--- src/rtl/move_tracker_pkg.sv ---
// Shared encodings for move_tracker: move codes, error codes, FSM states and grid sizing.
package move_tracker_pkg;

  localparam int GRID_W  = 4;
  localparam int COUNT_W = 8;

  localparam logic [1:0] MOVE_UP    = 2'b00;
  localparam logic [1:0] MOVE_RIGHT = 2'b01;
  localparam logic [1:0] MOVE_LEFT  = 2'b10;
  localparam logic [1:0] MOVE_DOWN  = 2'b11;

  localparam logic [1:0] ERR_NONE     = 2'b00;
  localparam logic [1:0] ERR_GOAL     = 2'b01;
  localparam logic [1:0] ERR_OVERFLOW = 2'b10;
  localparam logic [1:0] ERR_BOUNDS   = 2'b11;

  typedef enum logic [1:0] {
    ST_IDLE,
    ST_TRACK,
    ST_DONE,
    ST_FAIL
  } state_e;

endpackage

--- src/rtl/move_tracker_step.sv ---
// Combinational single-step integrator: applies one move to (row, col) with modulo-16 wrap
// and flags moves that would leave the grid.
module move_step
  import move_tracker_pkg::*;
(
  input  logic [GRID_W-1:0] row_i,
  input  logic [GRID_W-1:0] col_i,
  input  logic [1:0]        move_i,
  output logic [GRID_W-1:0] row_o,
  output logic [GRID_W-1:0] col_o,
  output logic              offgrid_o
);

  // Natural 4-bit wrap gives the modulo behaviour; offgrid reports the edge crossing.
  always_comb begin
    row_o     = row_i;
    col_o     = col_i;
    offgrid_o = 1'b0;
    case (move_i)
      MOVE_UP: begin
        row_o     = row_i - 1'b1;
        offgrid_o = (row_i == '0);
      end
      MOVE_RIGHT: begin
        col_o     = col_i + 1'b1;
        offgrid_o = (col_i == '1);
      end
      MOVE_LEFT: begin
        col_o     = col_i - 1'b1;
        offgrid_o = (col_i == '0);
      end
      default: begin
        row_o     = row_i + 1'b1;
        offgrid_o = (row_i == '1);
      end
    endcase
  end

endmodule

--- src/rtl/move_tracker.sv ---
// Integrates a handshaked move stream into a grid position and verifies the path ends on goal.
// Define MOVE_TRACKER_BOUNDS_CHECK_EN to reject off-grid moves instead of wrapping.
module move_tracker
  import move_tracker_pkg::*;
#(
  parameter logic [GRID_W-1:0] START_ROW = 4'd0,
  parameter logic [GRID_W-1:0] START_COL = 4'd0,
  parameter logic [GRID_W-1:0] GOAL_ROW  = 4'd15,
  parameter logic [GRID_W-1:0] GOAL_COL  = 4'd15
) (
  input  logic               clk_i,
  input  logic               rst_ni,
  input  logic               start_i,
  input  logic               move_valid_i,
  input  logic [1:0]         move_i,
  input  logic               move_last_i,
  output logic               move_ready_o,
  output logic [GRID_W-1:0]  row_o,
  output logic [GRID_W-1:0]  col_o,
  output logic [COUNT_W-1:0] move_count_o,
  output logic               arrived_o,
  output logic               error_o,
  output logic [1:0]         err_code_o
);

  state_e              state_q, state_d;
  logic [GRID_W-1:0]   row_q, row_d;
  logic [GRID_W-1:0]   col_q, col_d;
  logic [COUNT_W-1:0]  moveCount_q, moveCount_d;
  logic                arrived_q, arrived_d;
  logic                error_q, error_d;
  logic [1:0]          errCode_q, errCode_d;

  logic [GRID_W-1:0]   nextRow;
  logic [GRID_W-1:0]   nextCol;
  logic                offgrid;
  logic                accept;

  move_step u_step (
    .row_i     (row_q),
    .col_i     (col_q),
    .move_i    (move_i),
    .row_o     (nextRow),
    .col_o     (nextCol),
    .offgrid_o (offgrid)
  );

`ifndef MOVE_TRACKER_BOUNDS_CHECK_EN
  logic unusedOffgrid;
  assign unusedOffgrid = offgrid;
`endif

  assign accept = (state_q == ST_TRACK) && move_valid_i;

  // Start outranks the handshake, so a move offered alongside start is dropped.
  always_comb begin
    state_d     = state_q;
    row_d       = row_q;
    col_d       = col_q;
    moveCount_d = moveCount_q;
    arrived_d   = arrived_q;
    error_d     = error_q;
    errCode_d   = errCode_q;
    if (start_i) begin
      state_d     = ST_TRACK;
      row_d       = START_ROW;
      col_d       = START_COL;
      moveCount_d = '0;
      arrived_d   = 1'b0;
      error_d     = 1'b0;
      errCode_d   = ERR_NONE;
    end else if (accept) begin
      if (moveCount_q == '1) begin
        state_d   = ST_FAIL;
        error_d   = 1'b1;
        errCode_d = ERR_OVERFLOW;
      end
`ifdef MOVE_TRACKER_BOUNDS_CHECK_EN
      else if (offgrid) begin
        state_d   = ST_FAIL;
        error_d   = 1'b1;
        errCode_d = ERR_BOUNDS;
      end
`endif
      else begin
        row_d       = nextRow;
        col_d       = nextCol;
        moveCount_d = moveCount_q + 1'b1;
        if (move_last_i) begin
          if ((nextRow == GOAL_ROW) && (nextCol == GOAL_COL)) begin
            state_d   = ST_DONE;
            arrived_d = 1'b1;
          end else begin
            state_d   = ST_FAIL;
            error_d   = 1'b1;
            errCode_d = ERR_GOAL;
          end
        end
      end
    end
  end

  always_ff @(posedge clk_i or negedge rst_ni) begin
    if (!rst_ni) begin
      state_q     <= ST_IDLE;
      row_q       <= START_ROW;
      col_q       <= START_COL;
      moveCount_q <= '0;
      arrived_q   <= 1'b0;
      error_q     <= 1'b0;
      errCode_q   <= ERR_NONE;
    end else begin
      state_q     <= state_d;
      row_q       <= row_d;
      col_q       <= col_d;
      moveCount_q <= moveCount_d;
      arrived_q   <= arrived_d;
      error_q     <= error_d;
      errCode_q   <= errCode_d;
    end
  end

  assign move_ready_o = (state_q == ST_TRACK);
  assign row_o        = row_q;
  assign col_o        = col_q;
  assign move_count_o = moveCount_q;
  assign arrived_o    = arrived_q;
  assign error_o      = error_q;
  assign err_code_o   = errCode_q;

endmodule

--- config.mk ---
export PLATFORM = sky130hd
export DESIGN_NAME = move_tracker
export DESIGN_NICKNAME = d
export VERILOG_FILES = /design/src/rtl/move_tracker_pkg.sv /design/src/rtl/move_tracker_step.sv /design/src/rtl/move_tracker.sv
export SDC_FILE = /design/constraint.sdc
export NUM_CORES = 1
export LEC_CHECK = 0
export ABC_AREA = 1
export CORE_ASPECT_RATIO = 0.9
export CORE_UTILIZATION = 51
export CTS_CLUSTER_DIAMETER = 200
export DETAILED_ROUTE_END_ITERATION = 7
export PLACE_DENSITY_LB_ADDON = 0.25
export REMOVE_ABC_BUFFERS = 1
export SLEW_MARGIN = 10
export SYNTH_ARGS = -nofsm -noshare
export SYNTH_HDL_FRONTEND = slang
export SYNTH_SLANG_ARGS = --single-unit
--- constraint.sdc ---
create_clock -name clk_i -period 2.05 [get_ports clk_i]
set_input_delay 0.41 -clock clk_i [delete_from_list [all_inputs] [get_ports clk_i]]
set_output_delay 0.41 -clock clk_i [all_outputs]
set_load 0.02 [all_outputs]
==> results of run 1 <==
-- power by group --
group	leakage, nW	switching (mW)	internal [mW]
Clock	0.0138	0.127	0.0687
Combinational	0.676	0.404	0.358
Sequential	0.286	0.0726	0.494
Total	0.976	0.604	0.920
-- sequential cells by signal, summed over array words and instances, names as in the netlist --
name / cells
arrived_o: 1
col_o: 4
err_code_o: 2
error_o: 1
move_count_o: 8
row_o: 4
state_q: 2
-- final cells by class --
class                      count  share of cell area
multi-input combinational    133               0.417
sequential                    22               0.267
timing repair buffer          58               0.239
inverter                      25              0.0501
tap                           28              0.0169
clock buffer                   3              0.0109
-- cell usage in the layout, fill, tap and decap left out, types with 3 or more instances in the layout --
| cell type | count |
|---|---|
| a21oi_1 | 6 |
| a21oi_2 | 6 |
| buf_4 | 31 |
| clkbuf_4 | 4 |
| clkdlybuf4s50_1 | 25 |
| dfrtp_1 | 20 |
| ha_4 | 6 |
| inv_1 | 19 |
| inv_4 | 4 |
| nand2_1 | 44 |
| nand2_2 | 4 |
| nand2_4 | 3 |
| nand3_1 | 12 |
| nor2_1 | 11 |
| nor2_2 | 4 |
| nor2_4 | 3 |
| nor3_2 | 3 |
| o21ai_0 | 7 |
| o21ai_1 | 4 |
| o21ai_2 | 3 |
| o22ai_1 | 4 |
-- worst max path at each step --
stage / startpoint / cells after the start / endpoint
after detailed placement: move_i[0] / 15 / state_q[0]
after floorplan: move_i[0] / 15 / state_q[0]
after CTS: move_i[1] / 17 / arrived_o
after global placement: move_i[0] / 15 / state_q[0]
after global routing: move_i[0] / 16 / err_code_o[1]
final: move_i[0] / 16 / err_code_o[1]
-- cell families after synthesis --
kind of cell | count (synthesis)
AND/OR/NAND/NOR | 92
AO/OA/AOI/OAI | 30
buffers and inverters | 27
flip-flops | 22
adder cells (fa/ha/maj) | 7
XOR/XNOR | 4
-- layer usage --
layer	global-route usage	up-vias	routed length, um	share of wire
li1	-	709	-	-
met1	0.344	708	1740	0.40
met4	0.0772	0	177	0.041
met5	0	-	0	0
met2	0.475	84	2140	0.50
met3	0.0532	24	254	0.059
-- critical path: cells and delay by family --
family | cells | cell delay, ns
and+or+nand+nor | 8 | 0.88
buffers and inverters | 5 | 0.55
AOI/OAI and AO/OA | 2 | 0.32
adders and majority gates | 1 | 0.16
-- timing repair --
| action | 4_1_cts | 5_1_grt |
|---|---|---|
| setup buffers | 6 | 9 |
| pin swaps | 15 | 13 |
| resized for setup | 27 | 22 |
| endpoints found under the setup margin | 5 | 6 |
| hold buffers | 0 | 0 |
==> qor.csv, run 1 <==
stage;metric;value;unit
status;status;finished, violations left;
status;failing checks;design-rule violations, negative setup slack;
timing;Slew HR;0.752;
global_route;initial antenna violation count;0;
synthesis;Synth Warn #;0;
synthesis;Seq cells post-synth;22;
synthesis;mux share of post-synthesis cell area;0;
global_route;global-route wire length before repair;6030;um
global_route;largest net degree at the start of global routing;23;
floorplanning;Die ar.;2930;um2
critical_path;reg2reg start;col_o[1];
placement;GP Congestion;0.838;
timing;Final setup viols;3;
timing;Final WS setup;-0.0239;ns
final_layout;antenna cell count;0;
final_layout;area growth from synthesis to layout;49.6;%
job;max_cap viols;0;
route;Avg WL per Cell;16.0;um
final_layout;non-filler instance count after layout;269;
power;cell leakage power;0.976;nW
clocking;Skew-Pair Late Insertion Delay;0.31;ns
synthesis;number of synthesized flops with an enable pin;0;
synthesis;top_reg_cell synth;dfrtp_1;
route;via count;1525;
route;DR vias/cell;5.67;
critical_path;Crit. End Element;flop;
final_layout;fillers;146;
timing;Final Hold Viols;0;
synthesis;Synth Area in Simple Gates;0.314;
route;drt initial violations;97;
critical_path;reg2reg path depth;13;
power;VDD IR-drop max;566;uV
route;final WL;4310;um
synthesis;Seq/Total Area, Yosys;0.397;
synthesis;most common cell in the synthesized netlist;nand2_1;
floorplanning;chip width;57.0;um
final_layout;layout cells sized above 1;0.328;
timing;Final Skew;0.00720;ns
timing;worst hold margin;0.430;ns
route;drt drc;4;
clocking;CTS tree;yes;
floorplanning;Rows;17;
synthesis;share of the synthesized area in the top cell type;0.397;
final_layout;Multi-input gate area;865;um2
final_layout;design area;2070;um2
timing;fin. max-slew vios;0;
synthesis;Post-Synth Adder-Cell Area;0.0632;
synthesis;Post-Syn Area per Cell;7.62;um2
synthesis;Gate Count Post-Synth;182;
timing;Worst Max-Slew Pin Slew;0.370;ns
placement;hpwl dp;2410;um
global_route;gr usage total;0.272;
route;Routed Antenna Nets;0;
critical_path;Req. time, crit path;2.30;ns
critical_path;CP max stage delay;0.17;ns
synthesis;largest family of logic cells by synthesized area;simple AND/OR/NAND/NOR gates;
critical_path;Slowest-stage cell, CP;a21oi_2;
placement;dpl cells;251;
min_path;Hold WC Path Type;primary input to async pin;
route;drt first pass iters;7;
placement;IO Port Bufs;27;
clocking;CTS max path bufs;2;
synthesis;Compound-Gate Fraction of Synth Area;0.117;
synthesis;top cells by count, synth;nand2_1 (47), inv_1 (23), dfrtp_1 (22);
floorplanning;core area;2510;um2
synthesis;xor and xnor fraction of the mapped netlist area;0.0253;
floorplanning;Die Y;51.5;um
synthesis;post-synthesis cell area;1390;um2
clocking;Root Buffer;clkbuf_4;
critical_path;crit path DAT;2.33;ns
synthesis;dominant cells by area after synthesis;dfrtp_1 (40%), nand2_1 (13%), ha_1 (6.3%), inv_1 (6.2%), nand3_1 (4.3%);
global_route;gr ovfl total;0;
floorplanning;Starting Density;0.552;
critical_path;WS Path Type;primary input to flop;
clocking;Inserted Clock Buffers;3;
synthesis;area leader, netlist;dfrtp_1;
final_layout;post-layout util;0.827;
timing;min cycle time layout;2.07;ns
critical_path;Startpoint Class;primary input;
placement;pre-CTS setup slack;-0.666;ns
critical_path;sequence of cells on the critical path;buf_2 -> inv_4 -> buf_4 -> buf_4 -> buf_4 -> ha_4 -> a21oi_2 -> nand2b_4 -> nand2_2 -> a21oi_2 -> nand2_1 -> nor2_2 -> nand3_2 -> nand2_4 -> nand2_1 -> nand2_1;
clocking;clock tree sinks;22;
timing;Fmax;482;MHz
power;total power;1.52;mW
clocking;H-tree depth;1;
critical_path;reg-to-reg endpoint;err_code_o[1];
synthesis;FFs w/ async S/R, synth;1.00;
critical_path;reg2reg setup slack;-0.01;ns
global_route;vias in the first global route;1343;
power;pwr dens;735;nW/um2
critical_path;biggest fanout along the worst timing path;4;
floorplanning;num ports;28;
timing;Tcrit/Tclk final;1.01;
clocking;CTS clock-pin slew for the worst setup and hold paths;0.12;ns
placement;placed instance area;1800;um2
synthesis;Distinct cells, synth;25;
final_layout;FF+latch area;553;um2
timing;Post-Route Setup TNS;-0.0534;ns
final_layout;nets;257;
(Power assumes the default switching activity.)
==> run 2, diff against run 1 <==
--- a/config.mk
+++ b/config.mk
@@ -6,6 +6,7 @@
 export NUM_CORES = 1
 export LEC_CHECK = 0
 export ABC_AREA = 1
+export CAP_MARGIN = 25
 export CORE_ASPECT_RATIO = 0.9
 export CORE_UTILIZATION = 51
 export CTS_CLUSTER_DIAMETER = 200
==> results of run 2 <==
Final layout, timing and power as in run 1 (identical DEF).
==> run 3, diff against run 2 <==
--- a/config.mk
+++ b/config.mk
@@ -5,7 +5,6 @@
 export SDC_FILE = /design/constraint.sdc
 export NUM_CORES = 1
 export LEC_CHECK = 0
-export ABC_AREA = 1
 export CAP_MARGIN = 25
 export CORE_ASPECT_RATIO = 0.9
 export CORE_UTILIZATION = 51
==> run 3 against run 2 <==
The flow finishes with violations (design-rule violations). Worst setup slack improved by 0.026 ns. Design area fell by 2.4%. Critical endpoint is now arrived_o. Clock skew barely moved. Core utilization fell by 1.9 points. Global-route usage rose by 1.5 points. Largest cell class unchanged. Clock power rose by 3%. Die area fell by 0.77%. Fmax rose by 1.3%. Via count fell by 10%. Area after synthesis fell by 0.81%.
==> qor.csv, run 3 <==
stage;metric;value;unit
synthesis;Seq cells post-synth;22;
synthesis;top cells by count, synth;dfrtp_1 (22), nor2_1 (18), a21oi_1 (12);
power;cell leakage power;0.833;nW
critical_path;Largest delay share family, worst path;XOR/XNOR gates;
clocking;Inserted Clock Buffers;3;
clocking;Root Buffer;clkbuf_4;
synthesis;share of the synthesized area in the top cell type;0.400;
route;Avg WL per Cell;18.1;um
status;failing checks;design-rule violations;
synthesis;top_reg_cell synth;dfrtp_1;
route;Routed Antenna Nets;0;
placement;GP Congestion;0.914;
clocking;Skew-Pair Late Insertion Delay;0.31;ns
synthesis;dominant cells by area after synthesis;dfrtp_1 (40%), ha_1 (6.4%), xor2_1 (5.1%), nor2_1 (4.9%), xnor2_1 (4.5%);
clocking;cts hold-fix bufs;0;
final_layout;design area;2030;um2
final_layout;layout cells sized above 1;0.261;
global_route;initial antenna violation count;0;
placement;IO Port Bufs;27;
route;DR vias/cell;6.02;
final_layout;most frequent cells in the layout;clkdlybuf4s50_1 (25), dfrtp_1 (21), buf_4 (18), nor2_1 (17), nand2_1 (10);
final_layout;nets;215;
critical_path;WS Path Type;flop to flop;
timing;Slew HR;0.567;
timing;Final Hold Viols;0;
timing;Final setup viols;0;
power;VDD IR-drop max;519;uV
timing;min cycle time layout;2.05;ns
global_route;largest net degree at the start of global routing;23;
synthesis;most common cell in the synthesized netlist;dfrtp_1;
timing;fin. max-slew vios;0;
critical_path;Slowest-stage cell, CP;dfrtp_1;
critical_path;CP max stage delay;0.42;ns
final_layout;antenna cell count;0;
synthesis;Post-Synth Adder-Cell Area;0.0637;
synthesis;area leader, netlist;dfrtp_1;
synthesis;post-synthesis cell area;1380;um2
critical_path;CP bufs+invs;0;
timing;Worst Max-Slew Pin Slew;0.646;ns
job;max_cap viols;0;
synthesis;Seq/Total Area, Yosys;0.400;
final_layout;commonest non-fill, non-tap cell in the layout;clkdlybuf4s50_1;
synthesis;Synth Warn #;0;
power;pwr dens;500;nW/um2
synthesis;FFs w/ async S/R, synth;1.00;
clocking;CTS clock-pin slew for the worst setup and hold paths;0.12;ns
floorplanning;core area;2510;um2
global_route;vias in the first global route;1343;
synthesis;Post-Syn Area per Cell;9.17;um2
critical_path;Crit. End Element;flop;
critical_path;reg2reg setup slack;0.002;ns
critical_path;biggest fanout along the worst timing path;4;
synthesis;largest family of logic cells by synthesized area;simple AND/OR/NAND/NOR gates;
placement;hpwl dp;2560;um
synthesis;Compound-Gate Fraction of Synth Area;0.161;
final_layout;max reg flops;8;
synthesis;Distinct cells, synth;41;
global_route;gr ovfl total;0;
clocking;CTS max path bufs;2;
route;via count;1366;
route;drt first pass iters;6;
route;drt drc;3;
global_route;gr usage total;0.287;
final_layout;non-filler instance count after layout;227;
critical_path;crit path DAT;2.26;ns
floorplanning;chip width;56.7;um
status;status;finished, violations left;
synthesis;Synth Area in Simple Gates;0.231;
synthesis;xor and xnor fraction of the mapped netlist area;0.0955;
floorplanning;Die ar.;2910;um2
clocking;H-tree depth;1;
timing;Final Skew;0.00718;ns
route;drt initial violations;83;
floorplanning;Die Y;51.3;um
placement;placed instance area;1790;um2
placement;dpl cells;218;
final_layout;area growth from synthesis to layout;47.3;%
timing;Fmax;488;MHz
clocking;clock tree sinks;22;
timing;Tcrit/Tclk final;0.999;
synthesis;Gate Count Post-Synth;150;
critical_path;Req. time, crit path;2.26;ns
critical_path;Startpoint Class;flop;
floorplanning;num ports;28;
floorplanning;Rows;17;
clocking;CTS tree;yes;
synthesis;mux share of post-synthesis cell area;0.0218;
critical_path;sequence of cells on the critical path;xor2_1 -> ha_2 -> a21oi_4 -> mux2i_4 -> xor2_4 -> nor3_2 -> a32o_1;
min_path;Hold WC Path Type;primary input to async pin;
route;final WL;4100;um
floorplanning;Starting Density;0.548;
synthesis;number of synthesized flops with an enable pin;0;
global_route;global-route wire length before repair;6300;um
run 3: changes by cell type after synthesis, moves of 5 or more:
cell	before	now
xor2_1	2	8
xnor2_1	2	7
nand2_1	47	10
nand3_1	12	4
inv_1	23	6
run 3: path summary, 6_finish.rpt:
kind                                   endpoint  depth (start not counted)       start
worst min register to register       state_q[1]                          2  state_q[1]
worst max register to register        arrived_o                          7    row_o[1]
min in group clk_i                   state_q[1]                          2  state_q[1]
max in group asynchronous              row_o[2]                          2      rst_ni
worst min-delay path            move_count_o[4]                          2      rst_ni
worst max-delay path                  arrived_o                          7    row_o[1]
run 3: report_power, final:
group	internal (mW)	total, mW	switching (mW)
clock	0.0688	0.202	0.133
sequential	0.453	0.485	0.0313
combinational	0.154	0.328	0.174
run 3: timing repair:
| action | in CTS | in global routing |
|---|---|---|
| buffers inserted | 3 | 3 |
| gates resized for setup | 30 | 13 |
| setup endpoints to repair | 9 | 5 |
| pin swaps | 13 | 9 |
run 3: cell families after synthesis:
group / count (synthesis)
AOI/OAI and AO/OA: 33
xor gates and xnor gates: 15
adders and majority gates: 7
buffers and inverters: 9
DFF: 22
muxes: 3
and+or+nand+nor: 61
run 3: final cells by class:
type / instances / area, um2
clock buffer: 3 / 22.5
fill: 160 / 484
inverter: 6 / 25.0
multi-input combinational: 119 / 945
sequential: 22 / 552
tap: 28 / 35.0
timing repair buffer: 49 / 447
run 3: per-layer routing:
metal | vias to the layer above | track usage | routed length, um
met5 | - | 0 | 0
met4 | 0 | 0.0894 | 8
met3 | 2 | 0.0734 | 244
met2 | 64 | 0.488 | 2100
met1 | 667 | 0.361 | 1750
li1 | 633 | - | -
run 3: metrics by stage:
| step | setup WS, ns | hold slack [ns] | utilization | total power, mW | setup TNS, ns |
|---|---|---|---|---|---|
| after floorplan | -0.124 | 0.114 | - | 0.620 | -0.290 |
| after global placement | -0.674 | 0.503 | 0.712 | 0.743 | -5.10 |
| after detailed placement | -0.756 | 0.507 | 0.712 | 0.754 | -5.96 |
| after CTS | 0.00485 | 0.438 | 0.776 | 0.978 | 0 |
| after global routing | -0.0217 | 0.456 | 0.807 | 1.05 | -0.0378 |
| final | 0.00216 | 0.425 | 0.807 | 1.01 | 0 |
